**src/rtl/morse_pkg.sv**
```systemverilog
// morse_pkg: shared definitions for the Morse keyer.
//   - symbol code constants (word space, highest accepted code)
//   - FSM state encoding
//   - pattern_t: element count plus dit/dah bits, first element in bits[4],
//     1 = dah, 0 = dit
package morse_pkg;

  localparam logic [5:0] SYM_WORD      = 6'd36;
  localparam logic [5:0] SYM_MAX_VALID = 6'd36;

  typedef enum logic [2:0] {
    S_IDLE,
    S_LOAD,
    S_MARK,
    S_SPACE,
    S_CHAR_GAP,
    S_WORD_GAP
  } state_t;

  typedef struct packed {
    logic [2:0] len;
    logic [4:0] bits;
  } pattern_t;

endpackage

```
**src/rtl/morse_rom.sv**
```systemverilog
// morse_rom: combinational symbol code -> Morse pattern lookup.
// Ports:
//   code  in   6-bit symbol (0-25 A-Z, 26-35 0-9)
//   pat   out  pattern_t, elements left-aligned (first element in bits[4]),
//              1 = dah. Word space and unused codes return len = 0.
import morse_pkg::*;

module morse_rom (
  input  logic [5:0] code,
  output pattern_t   pat
);

  always_comb begin
    pat = '0;
    case (code)
      6'd0:  pat = {3'd2, 5'b01000};  // A .-
      6'd1:  pat = {3'd4, 5'b10000};  // B -...
      6'd2:  pat = {3'd4, 5'b10100};  // C -.-.
      6'd3:  pat = {3'd3, 5'b10000};  // D -..
      6'd4:  pat = {3'd1, 5'b00000};  // E .
      6'd5:  pat = {3'd4, 5'b00100};  // F ..-.
      6'd6:  pat = {3'd3, 5'b11000};  // G --.
      6'd7:  pat = {3'd4, 5'b00000};  // H ....
      6'd8:  pat = {3'd2, 5'b00000};  // I ..
      6'd9:  pat = {3'd4, 5'b01110};  // J .---
      6'd10: pat = {3'd3, 5'b10100};  // K -.-
      6'd11: pat = {3'd4, 5'b01000};  // L .-..
      6'd12: pat = {3'd2, 5'b11000};  // M --
      6'd13: pat = {3'd2, 5'b10000};  // N -.
      6'd14: pat = {3'd3, 5'b11100};  // O ---
      6'd15: pat = {3'd4, 5'b01100};  // P .--.
      6'd16: pat = {3'd4, 5'b11010};  // Q --.-
      6'd17: pat = {3'd3, 5'b01000};  // R .-.
      6'd18: pat = {3'd3, 5'b00000};  // S ...
      6'd19: pat = {3'd1, 5'b10000};  // T -
      6'd20: pat = {3'd3, 5'b00100};  // U ..-
      6'd21: pat = {3'd4, 5'b00010};  // V ...-
      6'd22: pat = {3'd3, 5'b01100};  // W .--
      6'd23: pat = {3'd4, 5'b10010};  // X -..-
      6'd24: pat = {3'd4, 5'b10110};  // Y -.--
      6'd25: pat = {3'd4, 5'b11000};  // Z --..
      6'd26: pat = {3'd5, 5'b11111};  // 0 -----
      6'd27: pat = {3'd5, 5'b01111};  // 1 .----
      6'd28: pat = {3'd5, 5'b00111};  // 2 ..---
      6'd29: pat = {3'd5, 5'b00011};  // 3 ...--
      6'd30: pat = {3'd5, 5'b00001};  // 4 ....-
      6'd31: pat = {3'd5, 5'b00000};  // 5 .....
      6'd32: pat = {3'd5, 5'b10000};  // 6 -....
      6'd33: pat = {3'd5, 5'b11000};  // 7 --...
      6'd34: pat = {3'd5, 5'b11100};  // 8 ---..
      6'd35: pat = {3'd5, 5'b11110};  // 9 ----.
      default: pat = '0;              // word space / unused: no elements
    endcase
  end

endmodule

```
**src/rtl/morse_keyer.sv**
```systemverilog
// morse_keyer: buffered Morse keyer driving a single key/laser pin.
// Optional feature macro: MORSE_KEYER_SIDETONE_EN (sidetone square wave on TONE).
// Ports:
//   CLK        in   system clock
//   RST        in   synchronous active-high reset
//   SYM        in   6-bit symbol code (0-35 characters, 36 word space, 37-63 invalid)
//   SYM_VALID  in   SYM is offered this cycle
//   SYM_READY  out  FIFO not full (from registered occupancy)
//   KEY        out  registered key drive
//   TONE       out  sidetone (0 when the sidetone feature is not built)
//   BUSY       out  FIFO non-empty or FSM not idle
//   LEVEL      out  FIFO occupancy
//   DROP       out  one-cycle pulse after an invalid code is accepted
// Handshake: a symbol transfers on every rising CLK edge where SYM_VALID and
// SYM_READY are both 1; SYM_READY never depends on SYM_VALID.
import morse_pkg::*;

module morse_keyer #(
  parameter int CLK_SPEED = 16000000,
  parameter int DIT_HZ    = 10,
  parameter int DEPTH     = 8,
  parameter int TONE_HZ   = 1000
) (
  input  logic                       CLK,
  input  logic                       RST,
  input  logic [5:0]                 SYM,
  input  logic                       SYM_VALID,
  output logic                       SYM_READY,
  output logic                       KEY,
  output logic                       TONE,
  output logic                       BUSY,
  output logic [$clog2(DEPTH+1)-1:0] LEVEL,
  output logic                       DROP
);

  localparam int UNIT_CYCLES = CLK_SPEED / DIT_HZ;
  localparam int CW = (UNIT_CYCLES > 1) ? $clog2(UNIT_CYCLES) : 1;
  localparam int PW = $clog2(DEPTH);
  localparam int LW = $clog2(DEPTH + 1);
  localparam logic [CW-1:0] CNT_LAST = CW'(UNIT_CYCLES - 1);
  // The word gap is bracketed by two LOAD cycles (its own and the next
  // character's), so it ends two cycles short of 4 units; the key is then low
  // for exactly 7 units between neighbouring marks.
  localparam int WG_LAST = 4 * UNIT_CYCLES - 3;
  localparam logic [1:0]    WG_UNIT = 2'(WG_LAST / UNIT_CYCLES);
  localparam logic [CW-1:0] WG_CNT  = CW'(WG_LAST % UNIT_CYCLES);

  generate
    if (UNIT_CYCLES < 2) begin : g_bad_unit
      $error("morse_keyer: CLK_SPEED/DIT_HZ must be at least 2");
    end
    if (DEPTH < 2 || (DEPTH & (DEPTH - 1)) != 0) begin : g_bad_depth
      $error("morse_keyer: DEPTH must be a power of two >= 2");
    end
    if (TONE_HZ < 1) begin : g_bad_tone
      $error("morse_keyer: TONE_HZ must be positive");
    end
  endgenerate

  // ---------------- FIFO ----------------
  logic [5:0]    mem [DEPTH];
  logic [PW-1:0] wr_ptr, rd_ptr;
  logic [LW-1:0] count;
  logic          accept, push, pop;

  assign SYM_READY = (count != LW'(DEPTH));
  assign accept    = SYM_VALID && SYM_READY;
  assign push      = accept && (SYM <= SYM_MAX_VALID);
  assign LEVEL     = count;

  always_ff @(posedge CLK) begin
    if (push) mem[wr_ptr] <= SYM;
  end

  always_ff @(posedge CLK) begin
    if (RST) begin
      wr_ptr <= '0;
      rd_ptr <= '0;
      count  <= '0;
      DROP   <= 1'b0;
    end else begin
      DROP <= accept && (SYM > SYM_MAX_VALID);
      if (push) wr_ptr <= wr_ptr + 1'b1;
      if (pop)  rd_ptr <= rd_ptr + 1'b1;
      case ({push, pop})
        2'b10:   count <= count + 1'b1;
        2'b01:   count <= count - 1'b1;
        default: count <= count;
      endcase
    end
  end

  // ---------------- Keying FSM ----------------
  state_t        state;
  logic [5:0]    sym_q;
  logic [2:0]    pat_len;    // elements still to send, including current
  logic [4:0]    pat_bits;   // current element in bit 4
  logic [CW-1:0] ucnt;
  logic [1:0]    units;      // whole units elapsed in the current state
  logic [1:0]    mult_m1;
  logic          unit_end, word_end, gap_end;
  pattern_t      rom_pat;

  morse_rom u_rom (
    .code (sym_q),
    .pat  (rom_pat)
  );

  always_comb begin
    mult_m1 = 2'd0;
    case (state)
      S_MARK:     mult_m1 = pat_bits[4] ? 2'd2 : 2'd0;
      S_CHAR_GAP: mult_m1 = 2'd2;
      default:    mult_m1 = 2'd0;
    endcase
  end

  assign unit_end = (ucnt == CNT_LAST) && (units == mult_m1);
  assign word_end = (ucnt == WG_CNT) && (units == WG_UNIT);
  assign gap_end  = ((state == S_CHAR_GAP) && unit_end) ||
                    ((state == S_WORD_GAP) && word_end);
  // A gap hands straight to the next LOAD when a symbol is waiting.
  assign pop      = (count != '0) && ((state == S_IDLE) || gap_end);
  assign BUSY     = (count != '0) || (state != S_IDLE);

  always_ff @(posedge CLK) begin
    if (RST) begin
      state    <= S_IDLE;
      KEY      <= 1'b0;
      sym_q    <= '0;
      pat_len  <= '0;
      pat_bits <= '0;
      ucnt     <= '0;
      units    <= '0;
    end else begin
      if (ucnt == CNT_LAST) begin
        ucnt  <= '0;
        units <= units + 2'd1;
      end else begin
        ucnt <= ucnt + 1'b1;
      end

      case (state)
        S_IDLE: begin
          if (pop) begin
            sym_q <= mem[rd_ptr];
            state <= S_LOAD;
          end
        end
        S_LOAD: begin
          ucnt  <= '0;
          units <= '0;
          if (sym_q == SYM_WORD) begin
            state <= S_WORD_GAP;
          end else begin
            pat_len  <= rom_pat.len;
            pat_bits <= rom_pat.bits;
            KEY      <= 1'b1;
            state    <= S_MARK;
          end
        end
        S_MARK: begin
          if (unit_end) begin
            ucnt     <= '0;
            units    <= '0;
            KEY      <= 1'b0;
            pat_len  <= pat_len - 3'd1;
            pat_bits <= {pat_bits[3:0], 1'b0};
            state    <= (pat_len > 3'd1) ? S_SPACE : S_CHAR_GAP;
          end
        end
        S_SPACE: begin
          if (unit_end) begin
            ucnt  <= '0;
            units <= '0;
            KEY   <= 1'b1;
            state <= S_MARK;
          end
        end
        S_CHAR_GAP, S_WORD_GAP: begin
          if (gap_end) begin
            ucnt  <= '0;
            units <= '0;
            if (pop) begin
              sym_q <= mem[rd_ptr];
              state <= S_LOAD;
            end else begin
              state <= S_IDLE;
            end
          end
        end
        default: state <= S_IDLE;
      endcase
    end
  end

  // ---------------- Sidetone ----------------
`ifdef MORSE_KEYER_SIDETONE_EN
  localparam int TONE_HALF = CLK_SPEED / (2 * TONE_HZ);
  localparam int TW = (TONE_HALF > 1) ? $clog2(TONE_HALF) : 1;
  logic [TW-1:0] tcnt;

  // Counter and output sit at 0 whenever the key is up, so every mark
  // starts with the same tone phase.
  always_ff @(posedge CLK) begin
    if (RST || !KEY) begin
      tcnt <= '0;
      TONE <= 1'b0;
    end else if (tcnt == TW'(TONE_HALF - 1)) begin
      tcnt <= '0;
      TONE <= ~TONE;
    end else begin
      tcnt <= tcnt + 1'b1;
    end
  end
`else
  assign TONE = 1'b0;
`endif

endmodule

```
**config.mk**
```make
export PLATFORM = sky130hd
export DESIGN_NAME = morse_keyer
export DESIGN_NICKNAME = d
export VERILOG_FILES = /design/src/rtl/morse_pkg.sv /design/src/rtl/morse_rom.sv /design/src/rtl/morse_keyer.sv
export SDC_FILE = /design/constraint.sdc
export NUM_CORES = 1
export LEC_CHECK = 0
export ABC_AREA = 1
export CAP_MARGIN = 20
export CORE_ASPECT_RATIO = 0.75
export CORE_MARGIN = 3
export CORE_UTILIZATION = 40
export CTS_CLUSTER_DIAMETER = 80
export DETAILED_ROUTE_END_ITERATION = 12
export MAX_ROUTING_LAYER = met4
export SETUP_SLACK_MARGIN = 0.02
export SLEW_MARGIN = 20
export SYNTH_ARGS = -nofsm -noshare
export SYNTH_HDL_FRONTEND = slang
export SYNTH_SLANG_ARGS = --single-unit
export TNS_END_PERCENT = 5
```
**constraint.sdc**
```tcl
create_clock -name CLK -period 3.35 [get_ports CLK]
set_input_delay 0.335 -clock CLK [delete_from_list [all_inputs] [get_ports CLK]]
set_output_delay 0.335 -clock CLK [all_outputs]
set_load 0.05 [all_outputs]
```
==> flow_metrics.env, run 1 <==
export IMPL_insertion_delay_ns=0.36
export IMPL_fin_area_sq_um=6126
export IMPL_io_pins=18
export IMPL_dieArea_sq_um=14870
export IMPL_viasPerCell=5.196
export IMPL_setup_viol=0
export IMPL_grt_pass1_vias=3961
export IMPL_grt_use_total_pct=17.46
export IMPL_slowest_stage="dfxtp_1"
export IMPL_crit_buf_inv=1
export IMPL_dp_hpwl_um=8638
export IMPL_areaGrowthSynthToFinish_pct=14.02
export IMPL_hold_depth=1
export IMPL_place_detailed_instances=825
export IMPL_cts_hold_buffers=0
export IMPL_p_switching_mw=2.395
export IMPL_core_area_sq_um=13060
export IMPL_drtAntennaViolNets=0
export IMPL_yosysWarnings=0
export IMPL_synth_edf_count=48
export IMPL_fp_row_count=36
export IMPL_slew_violations=0
export IMPL_startpoint_type="flip-flop"
export IMPL_ys_types=48
export IMPL_path_class="flip-flop to flip-flop"
export IMPL_ir_worst_vdd_uv=518.2
export IMPL_pwr_density_cell_nw_per_um2=869.3
export IMPL_clock_power_share_pct=20.6
export IMPL_syn_nets=663
export IMPL_synth_top_area_share_pct=26.83
export IMPL_ff_latch_area_sq_um=2704
export IMPL_ctsRootBufferMaster="clkbuf_16"
export IMPL_port_buffers=16
export IMPL_dpl_worst_slack_ns=0.2057
export IMPL_layout_common_cells="nand2_1 (133), nor2_1 (80), inv_1 (65), dfxtp_1 (62), edfxtp_1 (48)"
export IMPL_async_reset_ff_share_pct=0
export IMPL_cts_buffers=9
export IMPL_multi_input_area_sq_um=2326
export IMPL_cp_max_fo=9
export IMPL_grt_pass1_wl_um=20120
export IMPL_grt_max_degree=27
export IMPL_maxCapViolCount=0
export IMPL_drc_errors=0
export IMPL_syn_instance_count=638
export IMPL_period_share_pct=89.08
export IMPL_cpPeakStageDelay_ns=0.37
export IMPL_routed_wl_um=12120
export IMPL_fillers=1247
export IMPL_r2r_worst_path_cells=19
export IMPL_tightestPinTransition_ns=0.8375
export IMPL_ys_flop_type="dfxtp_1"
export IMPL_pwr_share_comb_pct=47.1
export IMPL_hold_path_class="flip-flop to flip-flop"
export IMPL_grt_overflow=0
export IMPL_antenna_diode_count=0
export IMPL_synth_seq_cells=111
export IMPL_stdcell_count=841
export IMPL_outcome="finished clean"
export IMPL_p_leak_nw=2.475
export IMPL_nets=690
export IMPL_p_int_mw=2.930
export IMPL_avgRoutedWirePerCell_um=14.41
export IMPL_drive_above_1_share_pct=10.45
export IMPL_hold_viol_final=0
export IMPL_drt_first_pass_iters=5
export IMPL_final_setup_worst_slack_ns=0.3657
export IMPL_vias=4370
export IMPL_fmax_ghz=0.3351
export IMPL_routabilityCongestion=0.9377
export IMPL_layout_commonest_cell="nand2_1"
export IMPL_fin_total_pwr_mw=5.325
export IMPL_clk_path_buf_depth=2
export IMPL_slew_headroom_pct=44.01
export IMPL_cp_num_cells=19
export IMPL_p_seq_share_pct=32.2
export IMPL_synth_top_area_cell="edfxtp_1"
export IMPL_worstPathRequired_ns=3.60
export IMPL_avgSynthCellArea_sq_um=8.421
export IMPL_endpoint_kind="flip-flop"
export IMPL_start_util_pct=41.13
export IMPL_path_clk_slew_ns=0.08
export IMPL_post_cts_repair_setup_buffers=0
export IMPL_path_cells="ha_1, nand3_2, nor2_4, nand3_4, nor2_4, nand3_2, nand3_4, nand2_4, inv_4, ha_1, ha_1, nand2_1, nor2_1, a211oi_2, nor2_1, nor2_1, nand2_1, o21ai_0, a21oi_1"
export IMPL_cts_tree="built"
export IMPL_swShare_pct=44.97
export IMPL_clock_skew_ns=0.009914
export IMPL_period_minus_slack_ns=2.984
export IMPL_crit_arrival_ns=3.23
export IMPL_dpl_instance_area_sq_um=5794
export IMPL_netlist_top_cells_area="edfxtp_1 (27%), dfxtp_1 (23%), nand2_1 (9.3%), nor2_1 (5.6%), inv_1 (4.5%)"
export IMPL_drtIter0Drc=340
export IMPL_die_x_um=139.8
export IMPL_htree_num_levels=3
export IMPL_ys_seq_area_share_pct=50.30
export IMPL_synth_area_sq_um=5373
export IMPL_antenna_found_initial=0
export IMPL_cpLargestDelayFamily="simple AND/OR/NAND/NOR gates"
export IMPL_dieHeight_um=106.4
export IMPL_cts_sinks=111
[metrics by stage]
step                      setup TNS (ns)  utilization (%)  hold slack, ns
after floorplan                        0                -          0.4123
after global placement                 0            44.36          0.4229
after detailed placement               0            44.36          0.4336
after CTS                              0            46.76          0.4441
after global routing           -0.004900            46.90          0.4718
final                                  0            46.90          0.4403
[routing by layer]
layer,GRT usage [%],vias to the layer above,share of wire [%]
li1,-,2193,-
met3,3.687,11,5.8
met2,24.06,125,42
met1,25.84,2041,51
met5,-,-,0
met4,4.910,0,1.0
[cells by family after synthesis]
group	count (synthesis)	share of synthesized area (%)
xor+xnor	10	1.630
simple gates	309	26.53
flops	111	50.30
other cells	1	0.06980
fa+ha+maj	16	3.866
compound gates	101	10.92
buf+inv	90	6.683
[sequential cells by signal (all words and copies together), names as in the netlist, 4 cells and up, named ones only]
signal,cells
mem,48
ucnt,21
u_rom.pat,8
sym_q,6
pat_bits,5
LEVEL,4
[cells in the mapped netlist (6+ instances only)]
cell type  instances
nand2_1          133
nor2_1            80
inv_1             65
dfxtp_1           63
edfxtp_1          48
nand3_1           46
o21ai_0           41
a21oi_1           29
ha_1              15
clkbuf_1          11
a31oi_1            7
nand3_2            7
nand4_1            7
nor3_1             7
o221ai_1           6
xor2_1             6
[worst paths after layout]
check	startpoint	to	slack, ns
worst max-delay path	ucnt[1]	LEVEL[3]	0.37
worst max register to register	ucnt[1]	LEVEL[3]	0.37
worst min register to register	rd_ptr[2]	flip-flop	0.44
worst min-delay path	rd_ptr[2]	flip-flop	0.44
[power groups by stage]
| stage | logic [mW] | clock network [mW] | registers, mW |
|---|---|---|---|
| after floorplan | 1.82 | 0 | 1.79 |
| after global placement | 2.43 | 0 | 1.74 |
| after detailed placement | 2.44 | 0 | 1.74 |
| after CTS | 2.46 | 1.13 | 1.71 |
| after global routing | 2.86 | 1.18 | 1.74 |
| final | 2.51 | 1.10 | 1.72 |
[repair_timing]
item                                    4_1_cts  5_1_grt
endpoints found under the hold margin         0        0
endpoints found under the setup margin        0        1
resized for setup                             0        5
[cell type report]
type,count,share of cell area (%)
tap,171,3.493
sequential,111,44.14
multi-input combinational,437,37.97
inverter,72,4.453
clock buffer,9,3.676
timing repair buffer,34,4.820
clock inverter,7,1.450
(Power assumes the default switching activity.)
==> run 2: changes to the inputs <==
- ABC_AREA: 1 -> not set
==> run 2 against run 1 <==
Register-to-register slack lost 0.17 ns. Highest routed layer unchanged. Power shrank 6.8%. Critical path type unchanged. Maximum frequency shrank 5.4%. Clock skew is essentially flat. Worst hold slack gained 0.024 ns. Combinational power shrank 18%. Non-clock buffer count grew 14. Largest cell class unchanged.
==> flow_metrics.env, run 2 <==
export IMPL_cts_hold_buffers=0
export IMPL_async_reset_ff_share_pct=0
export IMPL_layout_common_cells="nor2_1 (75), dfxtp_1 (63), edfxtp_1 (48), nand2_1 (37), a21oi_1 (35)"
export IMPL_worstPathRequired_ns=3.65
export IMPL_syn_instance_count=540
export IMPL_routabilityCongestion=0.9418
export IMPL_ff2ff_setup_slack_ns=0.20
export IMPL_synth_seq_cells=111
export IMPL_drt_first_pass_iters=7
export IMPL_clk_path_buf_depth=2
export IMPL_dp_hpwl_um=8787
export IMPL_hold_viol_final=0
export IMPL_ctsRootBufferMaster="clkbuf_16"
export IMPL_nets=599
export IMPL_synth_edf_count=48
export IMPL_antenna_diode_count=0
export IMPL_endpoint_kind="flip-flop"
export IMPL_layout_commonest_cell="nor2_1"
export IMPL_cp_max_fo=13
export IMPL_core_area_sq_um=13200
export IMPL_avgRoutedWirePerCell_um=16.23
export IMPL_grt_use_total_pct=17.39
export IMPL_p_leak_nw=2.264
export IMPL_tightestPinTransition_ns=0.6856
export IMPL_dieHeight_um=107.6
export IMPL_grt_max_degree=22
export IMPL_ir_worst_vdd_uv=390.1
export IMPL_crit_arrival_ns=3.46
export IMPL_avgSynthCellArea_sq_um=10.19
export IMPL_path_class="flip-flop to flip-flop"
export IMPL_drc_errors=0
export IMPL_startpoint_type="flip-flop"
export IMPL_setup_viol=0
export IMPL_slew_violations=0
export IMPL_yosysWarnings=0
export IMPL_die_x_um=141.4
export IMPL_post_cts_repair_setup_buffers=0
export IMPL_drtIter0Drc=313
export IMPL_start_util_pct=41.69
export IMPL_routed_wl_um=12170
export IMPL_setup_tns_ns=0
export IMPL_drtAntennaViolNets=0
export IMPL_synth_most_common_cell="nor2_1"
export IMPL_largest_reg_flops=48
export IMPL_grt_pass1_wl_um=20400
export IMPL_clock_skew_ns=0.009892
export IMPL_period_share_pct=94.12
export IMPL_cts_resized=0
export IMPL_fp_row_count=36
export IMPL_vias=4147
export IMPL_path_clk_slew_ns=0.08
export IMPL_drive_above_1_share_pct=12.78
export IMPL_slew_headroom_pct=53.65
export IMPL_htree_num_levels=3
export IMPL_viasPerCell=5.529
export IMPL_syn_nets=565
export IMPL_netlist_top_cells_count="nor2_1 (75), dfxtp_1 (63), edfxtp_1 (48), nand2_1 (37), a21oi_1 (35)"
export IMPL_cts_sinks=111
export IMPL_ys_types=71
export IMPL_antenna_found_initial=0
export IMPL_io_pins=18
export IMPL_rsz0062_at_grt="false"
export IMPL_insertion_delay_ns=0.36
export IMPL_outcome="finished clean"
export IMPL_maxCapViolCount=0
export IMPL_synth_area_sq_um=5502
export IMPL_fin_util_pct=47.92
export IMPL_pwr_density_cell_nw_per_um2=784.7
export IMPL_synth_top_area_cell="edfxtp_1"
export IMPL_fmax_ghz=0.3172
export IMPL_grt_pass1_vias=3959
export IMPL_port_buffers=16
export IMPL_cts_tree="built"
export IMPL_fin_total_pwr_mw=4.963
export IMPL_ys_flop_type="dfxtp_1"
export IMPL_grt_overflow=0
export IMPL_top_register="mem"
export IMPL_dieArea_sq_um=15210
export IMPL_period_minus_slack_ns=3.153
export IMPL_ys_seq_area_share_pct=49.12
export IMPL_areaGrowthSynthToFinish_pct=14.96
export IMPL_cts_buffers=9
export IMPL_hold_path_class="flip-flop to flip-flop"
export IMPL_synth_top_area_share_pct=26.20
export IMPL_netlist_top_cells_area="edfxtp_1 (26%), dfxtp_1 (23%), nor2_1 (5.1%), mux4_2 (3.7%), ha_1 (3.4%)"
[run 2: worst paths after layout]
| kind | start | endpoint | cells after the start |
|---|---|---|---|
| worst min register to register | u_rom.pat[4] | pat_bits[4] | 2 |
| worst max register to register | ucnt[0] | u_rom.pat[2] | 11 |
| worst min-delay path | u_rom.pat[4] | pat_bits[4] | 2 |
| worst max-delay path | ucnt[0] | u_rom.pat[2] | 11 |
[run 2: layout make-up]
type	instances	area [sq um]
inverters	20	78.83
fillers	1202	6873
clock inverters	7	102.6
flip-flops and latches	111	2703
multi-input cells	384	2601
clock buffers	9	225.2
well taps	171	214.0
repair buffers	48	400.4
[run 2: worst max-delay path, cell delays in order (launching register included)]
cell and delay, ns:
dfxtp_1 0.39, ha_1 0.20, and3_1 0.28, a22oi_1 0.19, o31ai_4 0.27, buf_4 0.22
a21oi_1 0.08, or3_4 0.47, clkinvlp_4 0.23, mux2i_1 0.11, a2111oi_0 0.49, a211o_1 0.15
[run 2: stage by stage]
step	hold WS (ns)	worst slack [ns]	instances	cell area [sq um]
2_1_floorplan	0.4335	0.2598	540	5502
4_1_cts	0.4679	0.1648	750	6320
5_1_grt	0.5034	0.0004046	750	6325
3_3_place_gp	0.4516	0.3259	734	5992
6_report	0.4646	0.1970	750	6325
3_5_place_dp	0.4688	0.2498	734	5992
[run 2: kinds of logic after synthesis]
family	count (synthesis)	synth area share (%)
AOI/OAI and AO/OA	99	12.26
muxes	27	7.255
DFF	111	49.12
adders and majority gates	16	3.775
other	1	0.06816
and+or+nand+nor	212	19.17
buffers and inverters	45	3.730
xor gates and xnor gates	29	4.617
[run 2: metal layers]
layer,vias up,global-route usage (%),share of wire [%]
met3,24,4.396,5.6
met4,0,3.767,1.4
met5,-,-,0
met1,1964,24.40,50
met2,136,25.66,43
li1,2023,-,-
[run 2: power breakdown]
part / internal (mW) / switching, mW / leakage, nW
logic: 0.821 / 1.24 / 1.16
clock network: 0.665 / 0.517 / 0.157
registers: 1.57 / 0.148 / 0.948
==> run 3: changes to the inputs <==
- MAX_ROUTING_LAYER: met4 -> not set
==> run 3 against run 2 <==
Combinational power is essentially flat. Setup slack improved by 0.11 ns. Critical path depth unchanged. Non-clock buffer count is 2 higher. Cell count rose by 0.27%. Final area down 0.44%. Clock power shrank 12%. Power shrank 2.7%.
==> flow_metrics.env, run 3 (synthesis results as in run 2) <==
export IMPL_grt_overflow=0
export IMPL_avgRoutedWirePerCell_um=16.56
export IMPL_slew_violations=0
export IMPL_clk_path_buf_depth=2
export IMPL_vias=4154
export IMPL_slew_headroom_pct=49.47
export IMPL_worstSetupStartpoint="ucnt[0]"
export IMPL_place_detailed_instances=736
export IMPL_tightestPinTransition_ns=0.7474
export IMPL_nets=601
export IMPL_grt_pass1_vias=4162
export IMPL_outcome="finished clean"
export IMPL_ir_worst_vdd_uv=355.0
export IMPL_dieArea_sq_um=15210
export IMPL_drc_errors=0
export IMPL_start_util_pct=41.69
export IMPL_pwr_density_cell_nw_per_um2=766.7
export IMPL_ctsRootBufferMaster="clkbuf_16"
export IMPL_antenna_found_initial=0
export IMPL_cts_hold_buffers=0
export IMPL_cts_sinks=111
export IMPL_path_cells="ha_1, and3_1, a22oi_2, o31ai_4, buf_4, a21oi_1, or3_4, clkinvlp_4, mux2i_1, a2111oi_0, a211o_1"
export IMPL_period_share_pct=90.96
export IMPL_core_area_sq_um=13200
export IMPL_grt_pass1_wl_um=21050
export IMPL_drtAntennaViolNets=0
export IMPL_dieHeight_um=107.6
export IMPL_htree_num_levels=3
export IMPL_p_leak_nw=2.254
export IMPL_slowest_stage="or3_4"
export IMPL_path_class="flip-flop to flip-flop"
export IMPL_routabilityCongestion=0.9438
export IMPL_antenna_diode_count=0
export IMPL_layout_commonest_cell="nor2_1"
export IMPL_r2r_start="ucnt[0]"
export IMPL_hold_path_class="flip-flop to flip-flop"
export IMPL_largest_reg_flops=48
export IMPL_crit_arrival_ns=3.35
export IMPL_fp_row_count=36
export IMPL_dp_hpwl_um=9038
export IMPL_period_minus_slack_ns=3.047
export IMPL_worstPathRequired_ns=3.66
export IMPL_rsz0062_at_grt="false"
export IMPL_maxCapViolCount=0
export IMPL_setup_viol=0
export IMPL_cpPeakStageDelay_ns=0.48
export IMPL_path_clk_slew_ns=0.08
export IMPL_grt_max_degree=22
export IMPL_startpoint_type="flip-flop"
export IMPL_stdcell_count=752
export IMPL_viasPerCell=5.524
export IMPL_cpLargestDelayFamily="compound AO/OA/AOI/OAI gates"
export IMPL_hold_slack_ns=0.4664
export IMPL_grt_use_total_pct=17.45
export IMPL_clock_skew_ns=0.01015
export IMPL_crit_buf_inv=2
export IMPL_setup_tns_ns=0
export IMPL_die_x_um=141.4
export IMPL_drive_above_1_share_pct=13.25
export IMPL_hold_viol_final=0
export IMPL_endpoint_kind="flip-flop"
export IMPL_cts_tree="built"
export IMPL_cts_buffers=9
export IMPL_layout_common_cells="nor2_1 (75), dfxtp_1 (62), edfxtp_1 (48), nand2_1 (37), a21oi_1 (35)"
export IMPL_insertion_delay_ns=0.36
export IMPL_fmax_ghz=0.3282
export IMPL_areaGrowthSynthToFinish_pct=14.46
export IMPL_routed_wl_um=12450
export IMPL_io_pins=18
export IMPL_port_buffers=16
export IMPL_drtIter0Drc=368
export IMPL_drt_first_pass_iters=5
export IMPL_cp_max_fo=13
export IMPL_top_register="mem"
export IMPL_hold_start="u_rom.pat[4]"
run 3: per-stage QoR:
step | total power, mW | setup slack, ns | utilization, % | instance area, sq um
after floorplan | 3.215 | 0.2598 | - | 5502
after global placement | 3.743 | 0.3253 | 45.52 | 6007
after detailed placement | 3.776 | 0.2436 | 45.52 | 6007
after CTS | 4.821 | 0.2438 | 47.64 | 6287
after global routing | 5.150 | 0.04723 | 47.72 | 6297
final | 4.828 | 0.3028 | 47.72 | 6297
run 3: what timing repair did:
action	4_1_cts	5_1_grt
resized for setup	0	3
setup endpoints to repair	0	3
setup buffers	0	0
run 3: final timing paths:
path                   to  slack, ns  cells after the start
min reg2reg   pat_bits[4]       0.47                      2
max reg2reg  u_rom.pat[2]       0.30                     11
max          u_rom.pat[2]       0.30                     11
min           pat_bits[4]       0.47                      2
run 3: layout make-up:
class                           count  area (sq um)
Fill cell                        1254          6900
Tap cell                          171         214.0
Clock buffer                       10         229.0
Clock inverter                      6         51.30
Sequential cell                   111          2704
Multi-Input combinational cell    384          2605
Inverter                           20         78.83
Timing Repair Buffer               50         415.4
run 3: report_power, final:
part / total (mW) / leakage, nW / internal (mW) / switching [mW]
Combinational: 2.07 / 1.17 / 0.818 / 1.25
Clock: 1.04 / 0.136 / 0.518 / 0.518
Sequential: 1.72 / 0.948 / 1.57 / 0.145
Total: 4.83 / 2.25 / 2.91 / 1.92
run 3: metal layers:
layer  vias to the layer above  global-route usage (%)  routed length [um]
li1                       2034                       -                   -
met2                       122                   26.78                5385
met5                         -                       0                   0
met4                         0                   5.685                 187
met1                      1982                   24.75                6315
met3                        16                   3.597                 564
run 3: worst min-delay path, cell delays in order, from the launching register on:
cell	delay, ns
dfxtp_1	0.30
nand2_1	0.05
a311oi_1	0.08
==> RTL change 1, RTL diff (settings of run 1) <==
Re-encode `state_t` (6 states) as Gray code, 3 bits wide.
--- a/src/rtl/morse_pkg.sv
+++ b/src/rtl/morse_pkg.sv
@@ -9,12 +9,12 @@
   localparam logic [5:0] SYM_MAX_VALID = 6'd36;
 
   typedef enum logic [2:0] {
-    S_IDLE,
-    S_LOAD,
-    S_MARK,
-    S_SPACE,
-    S_CHAR_GAP,
-    S_WORD_GAP
+    S_IDLE     = 3'b000,
+    S_LOAD     = 3'b001,
+    S_MARK     = 3'b011,
+    S_SPACE    = 3'b010,
+    S_CHAR_GAP = 3'b110,
+    S_WORD_GAP = 3'b111
   } state_t;
 
   typedef struct packed {
Behaviour: same outputs for any inputs over 10 cycles, from zero or initial values and one cycle with RST high; not proved beyond that.
==> RTL change 1 against run 1 <==
First-iteration DRC count rose by 3.2%; sequential share of layout area hardly changed; synthesized cell count fell by 1.7%; total power decreased by 11%; count of clock-buffer cells in the layout is the same; sequential cell count unchanged; final area decreased by 0.14%; setup slack got worse by 0.18 ns; global-route usage decreased by 0.62 points; synthesized area increased by 0.44%; wire length is 2.4% lower; non-clock buffer count shrank 2; largest cell class unchanged.
==> RTL change 1: results (changes against run 1) <==
status=completed; Synth cell types=41 (-15%); post-DP HPWL=8540 um (-1.1%); first-pass GRT wire length=19900 um (-1.2%); Slowest-stage cell, CP=clkdlybuf4s50_1; total wire length=11800 um (-2.4%); Final nets=678 (-1.7%); Leakage=2.41 nW (-2.6%); postcts setup bufs=0 (unchanged); Iter 0 DRT Violations=351 (+3.2%); delay of the slowest critical-path stage=0.82 ns (+0.45 ns); VDD IR-drop max=0.000321 V (-38%); most frequent cells after synthesis=nand2_1, nor2_1, dfxtp_1, inv_1, edfxtp_1; number of global-route vias before repair=3975 (+0.35%); top post-synthesis cells by area=edfxtp_1, dfxtp_1, nand2_1; Cell Area, Placed=5810 sq um (+0.28%); Layout Skew=0.0106 ns (+0.000669 ns); post-synthesis sequential area ratio=50.1% (-0.22 points); syn nets=652 (-1.7%); via count=4286 (-1.9%); Min-Delay Path Class=reg2reg; Max-slew headroom=47.7% (+3.7 points); Async S/R FF share, synth=0% (unchanged); share of layout cells above drive strength 1=12.0% (+1.6 points); Pre-Repair DR Iteration Count=5 (unchanged); GRT Resource Usage Total=16.8% (-0.62 points); Clock Latency Late Sink=0.35 ns; Placer Congestion=0.866 (-7.7%)
RTL change 1: stage by stage:
stage	setup slack (ns)	util, %	hold slack (ns)	std cells
global route	0.0288	46.7	0.500	829
CTS	0.164	46.6	0.473	829
detailed placement	0.148	44.3	0.457	813
floorplan	0.332	-	0.433	627
global placement	0.314	44.3	0.446	813
finish	0.190	46.7	0.467	829
RTL change 1: path summary, 6_finish.rpt:
kind | startpoint | endpoint | slack (ns) | depth (start not counted)
worst max register to register | ucnt[0] | LEVEL[3] | 0.30 | 19
worst max-delay path | ucnt[0] | BUSY | 0.19 | 10
worst min-delay path | u_rom.pat[2] | pat_bits[2] | 0.47 | 2
worst min register to register | u_rom.pat[2] | pat_bits[2] | 0.47 | 2
RTL change 1: area by class of cell:
class,instances,area [sq um]
Multi-Input combinational cell,425,2340
Inverter,74,280
Clock buffer,9,225
Fill cell,1240,6990
Clock inverter,7,76.3
Tap cell,171,214
Timing Repair Buffer,32,280
Sequential cell,111,2700
RTL change 1: power breakdown:
group | internal [mW] | leakage, nW | switching [mW]
Sequential | 1.59 | 0.949 | 0.0968
Combinational | 0.643 | 1.31 | 1.35
Clock | 0.534 | 0.149 | 0.541
RTL change 1: routing by layer:
layer	vias up	track usage, %	share of wire, %
met4	0	3.73	1.0
li1	2159	-	-
met2	141	24.6	43
met1	1977	24.6	49
met5	-	-	0
met3	9	3.03	6.6
RTL change 1: worst reg2reg max path, stage by stage, from the launching register on:
cell and delay [ns]:
dfxtp_1 0.38, ha_1 0.22, nand3_2 0.14, nor2_4 0.16, nand3_4 0.12, nor2_4 0.11, nand3_2 0.10, nand3_4 0.12
nand2_4 0.13, inv_4 0.16, ha_2 0.21, ha_1 0.26, nand2_1 0.09, nor2_1 0.05, a211oi_1 0.24, nor2_1 0.07
nor2_1 0.09, nand2_1 0.07, o21ai_0 0.15, a21oi_1 0.06
RTL change 1: timing repair:
action / CTS / global route
hold buffers: 0 / 0
setup endpoints to repair: 0 / 1
resized for setup: 0 / 2
RTL change 1: logic make-up (layout without fill, tap and decap cells):
family | count (synthesis) | after routing | share of synthesized area (%)
AO/OA/AOI/OAI | 101 | 101 | 11.2
other | 1 | 1 | 0.0695
AND/OR/NAND/NOR | 300 | 300 | 27.0
flip-flops | 111 | 111 | 50.1
XOR/XNOR | 7 | 7 | 1.14
adder cells (fa/ha/maj) | 16 | 16 | 3.85
buffers and inverters | 91 | 122 | 6.63
==> RTL change 2, RTL diff (config.mk and constraints of run 1) <==
Without the edit above. Build with the macro `MORSE_KEYER_SIDETONE_EN` defined.
--- a/src/rtl/morse_keyer.sv
+++ b/src/rtl/morse_keyer.sv
@@ -13,6 +13,8 @@
 //   DROP       out  one-cycle pulse after an invalid code is accepted
 // Handshake: a symbol transfers on every rising CLK edge where SYM_VALID and
 // SYM_READY are both 1; SYM_READY never depends on SYM_VALID.
+`define MORSE_KEYER_SIDETONE_EN
+
 import morse_pkg::*;
 
 module morse_keyer #(
Formal check against the unedited RTL: same outputs for any inputs over 10 cycles, from zero or initial values and one cycle with RST high; that may be too few to reach the edited logic, so the function may still have changed.
==> RTL change 2 against run 1 <==
Via count increased by 11%; non-clock buffer count rose by 1; wire length is 8.8% higher; synthesized area up 11%; setup slack improved by 0.0055 ns; total power is 14% higher; clock power increased by 56%; sequential power is 9.9% higher; final area is 14% higher; sequential cell count increased by 14; critical path type unchanged.
==> RTL change 2: results (changes against run 1) <==
status=completed; post-synthesis sequential area ratio=50.0% (-0.27 points); clock buffer count from CTS=17 (+8); share of layout cells above drive strength 1=11.3% (+0.81 points); Seq area share=42.8% (-1.4 points); Max-slew headroom=45.1% (+1.1 points); top post-synthesis cells by area=dfxtp_1, edfxtp_1, nand2_1; post-DP HPWL=9430 um (+9.2%); Iter 0 DRT Violations=528 (+55%); clock buf count=20 (+11); Fill cells=1305 (+4.7%); non-clk buf share=4.41% (-0.41 points); Final nets=777 (+13%); number of global-route vias before repair=4759 (+20%); first-pass GRT wire length=22800 um (+14%); multi-input logic area=2560 sq um (+9.9%); post-DR vias/cell=5.05 (-2.8%); Leakage=2.78 nW (+12%); Cell Area, Placed=6410 sq um (+11%); htree depth=4 (+1); Placer Congestion=0.945 (+0.77%); quantity of I/O buffers inserted on ports=17 (+1); Seq pwr share=31.0% (-1.2 points); Crit Path Max Fanout=10 (+1); syn nets=740 (+12%); Pre-Repair DR Iteration Count=7 (+2); leading area contributor after synthesis=dfxtp_1; warnings from Yosys=0 (unchanged); Root Driver=clkbuf_16; FF-to-FF Start=ucnt[0]; Clock buf/inv share=8.06% (+2.9 points); total wire length=13200 um (+8.8%); site row count=37 (+2.8%); Layout Skew=0.00920 ns (-0.000716 ns); clk slew on worst S/H paths=0.06 ns (-0.02 ns); multi-input gates=487 (+11%); VDD IR-drop max=0.000287 V (-45%); Arr. time, crit path=3.27 ns (+0.04 ns); clock sink count=125 (+13%); internal power=3.63 mW (+24%); Non-clock buffers=35 (+2.9%); Clock Latency Late Sink=0.41 ns (+0.05 ns); Inverters=85 (+18%); most frequent cells after synthesis=nand2_1, nor2_1, dfxtp_1; Synth cell types=43 (-10%); fin worst setup slack=0.371 ns (+0.00548 ns); GRT Resource Usage Total=17.8% (+0.30 points); Post-Place Setup Slack=0.130 ns (-0.0755 ns); Layout area overhead=17.0%
==> RTL change 2: cell types whose count changed in the layout (fill, tap and decap cells not counted), sizes merged, moves of 3 or more <==
cell,before,now
nand3,55,52
clkbuf,9,20
o21ai,46,42
inv,75,85
clkinv,4,9
o21a,1,4
nor3,8,11
a21oi,29,41
nor2,88,99
nor3b,4,9
nand4,8,11
dfxtp,63,77
nand2,138,163
==> RTL change 2: timing repair <==
| item | 4_1_cts | 5_1_grt |
|---|---|---|
| gates resized for setup | 0 | 1 |
| setup endpoints to repair | 0 | 2 |
| hold buffers | 0 | 0 |
==> RTL change 2: worst min-delay path by stage <==
stage,start,endpoint,slack [ns]
after detailed placement,tcnt[0],tcnt[0],0.44
after floorplan,tcnt[0],tcnt[0],0.42
final,tcnt[0],tcnt[0],0.45
after CTS,tcnt[0],tcnt[0],0.45
after global placement,tcnt[0],tcnt[0],0.43
after global routing,tcnt[0],tcnt[0],0.47
==> RTL change 2: metal layers <==
metal  up-vias  routed length, um  track usage (%)
li1       2459                  -                -
met1      2230               6440             23.9
met2       136               5700             26.3
met3        19                888             4.96
met4         0                163             5.09
met5         -                  0                -
==> RTL change 2: logic make-up after synthesis <==
family,Yosys count,synth area share (%)
DFF,125,50.0
buffers and inverters,102,7.09
adders and majority gates,17,3.69
AOI/OAI and AO/OA,113,11.0
and+or+nand+nor,348,26.8
xor gates and xnor gates,9,1.32
==> RTL change 2: metrics by stage <==
stage / std cells / power, mW
after detailed placement: 927 / 4.38
after floorplan: 714 / 3.79
final: 959 / 6.10
after CTS: 959 / 6.12
after global placement: 927 / 4.31
after global routing: 959 / 6.58
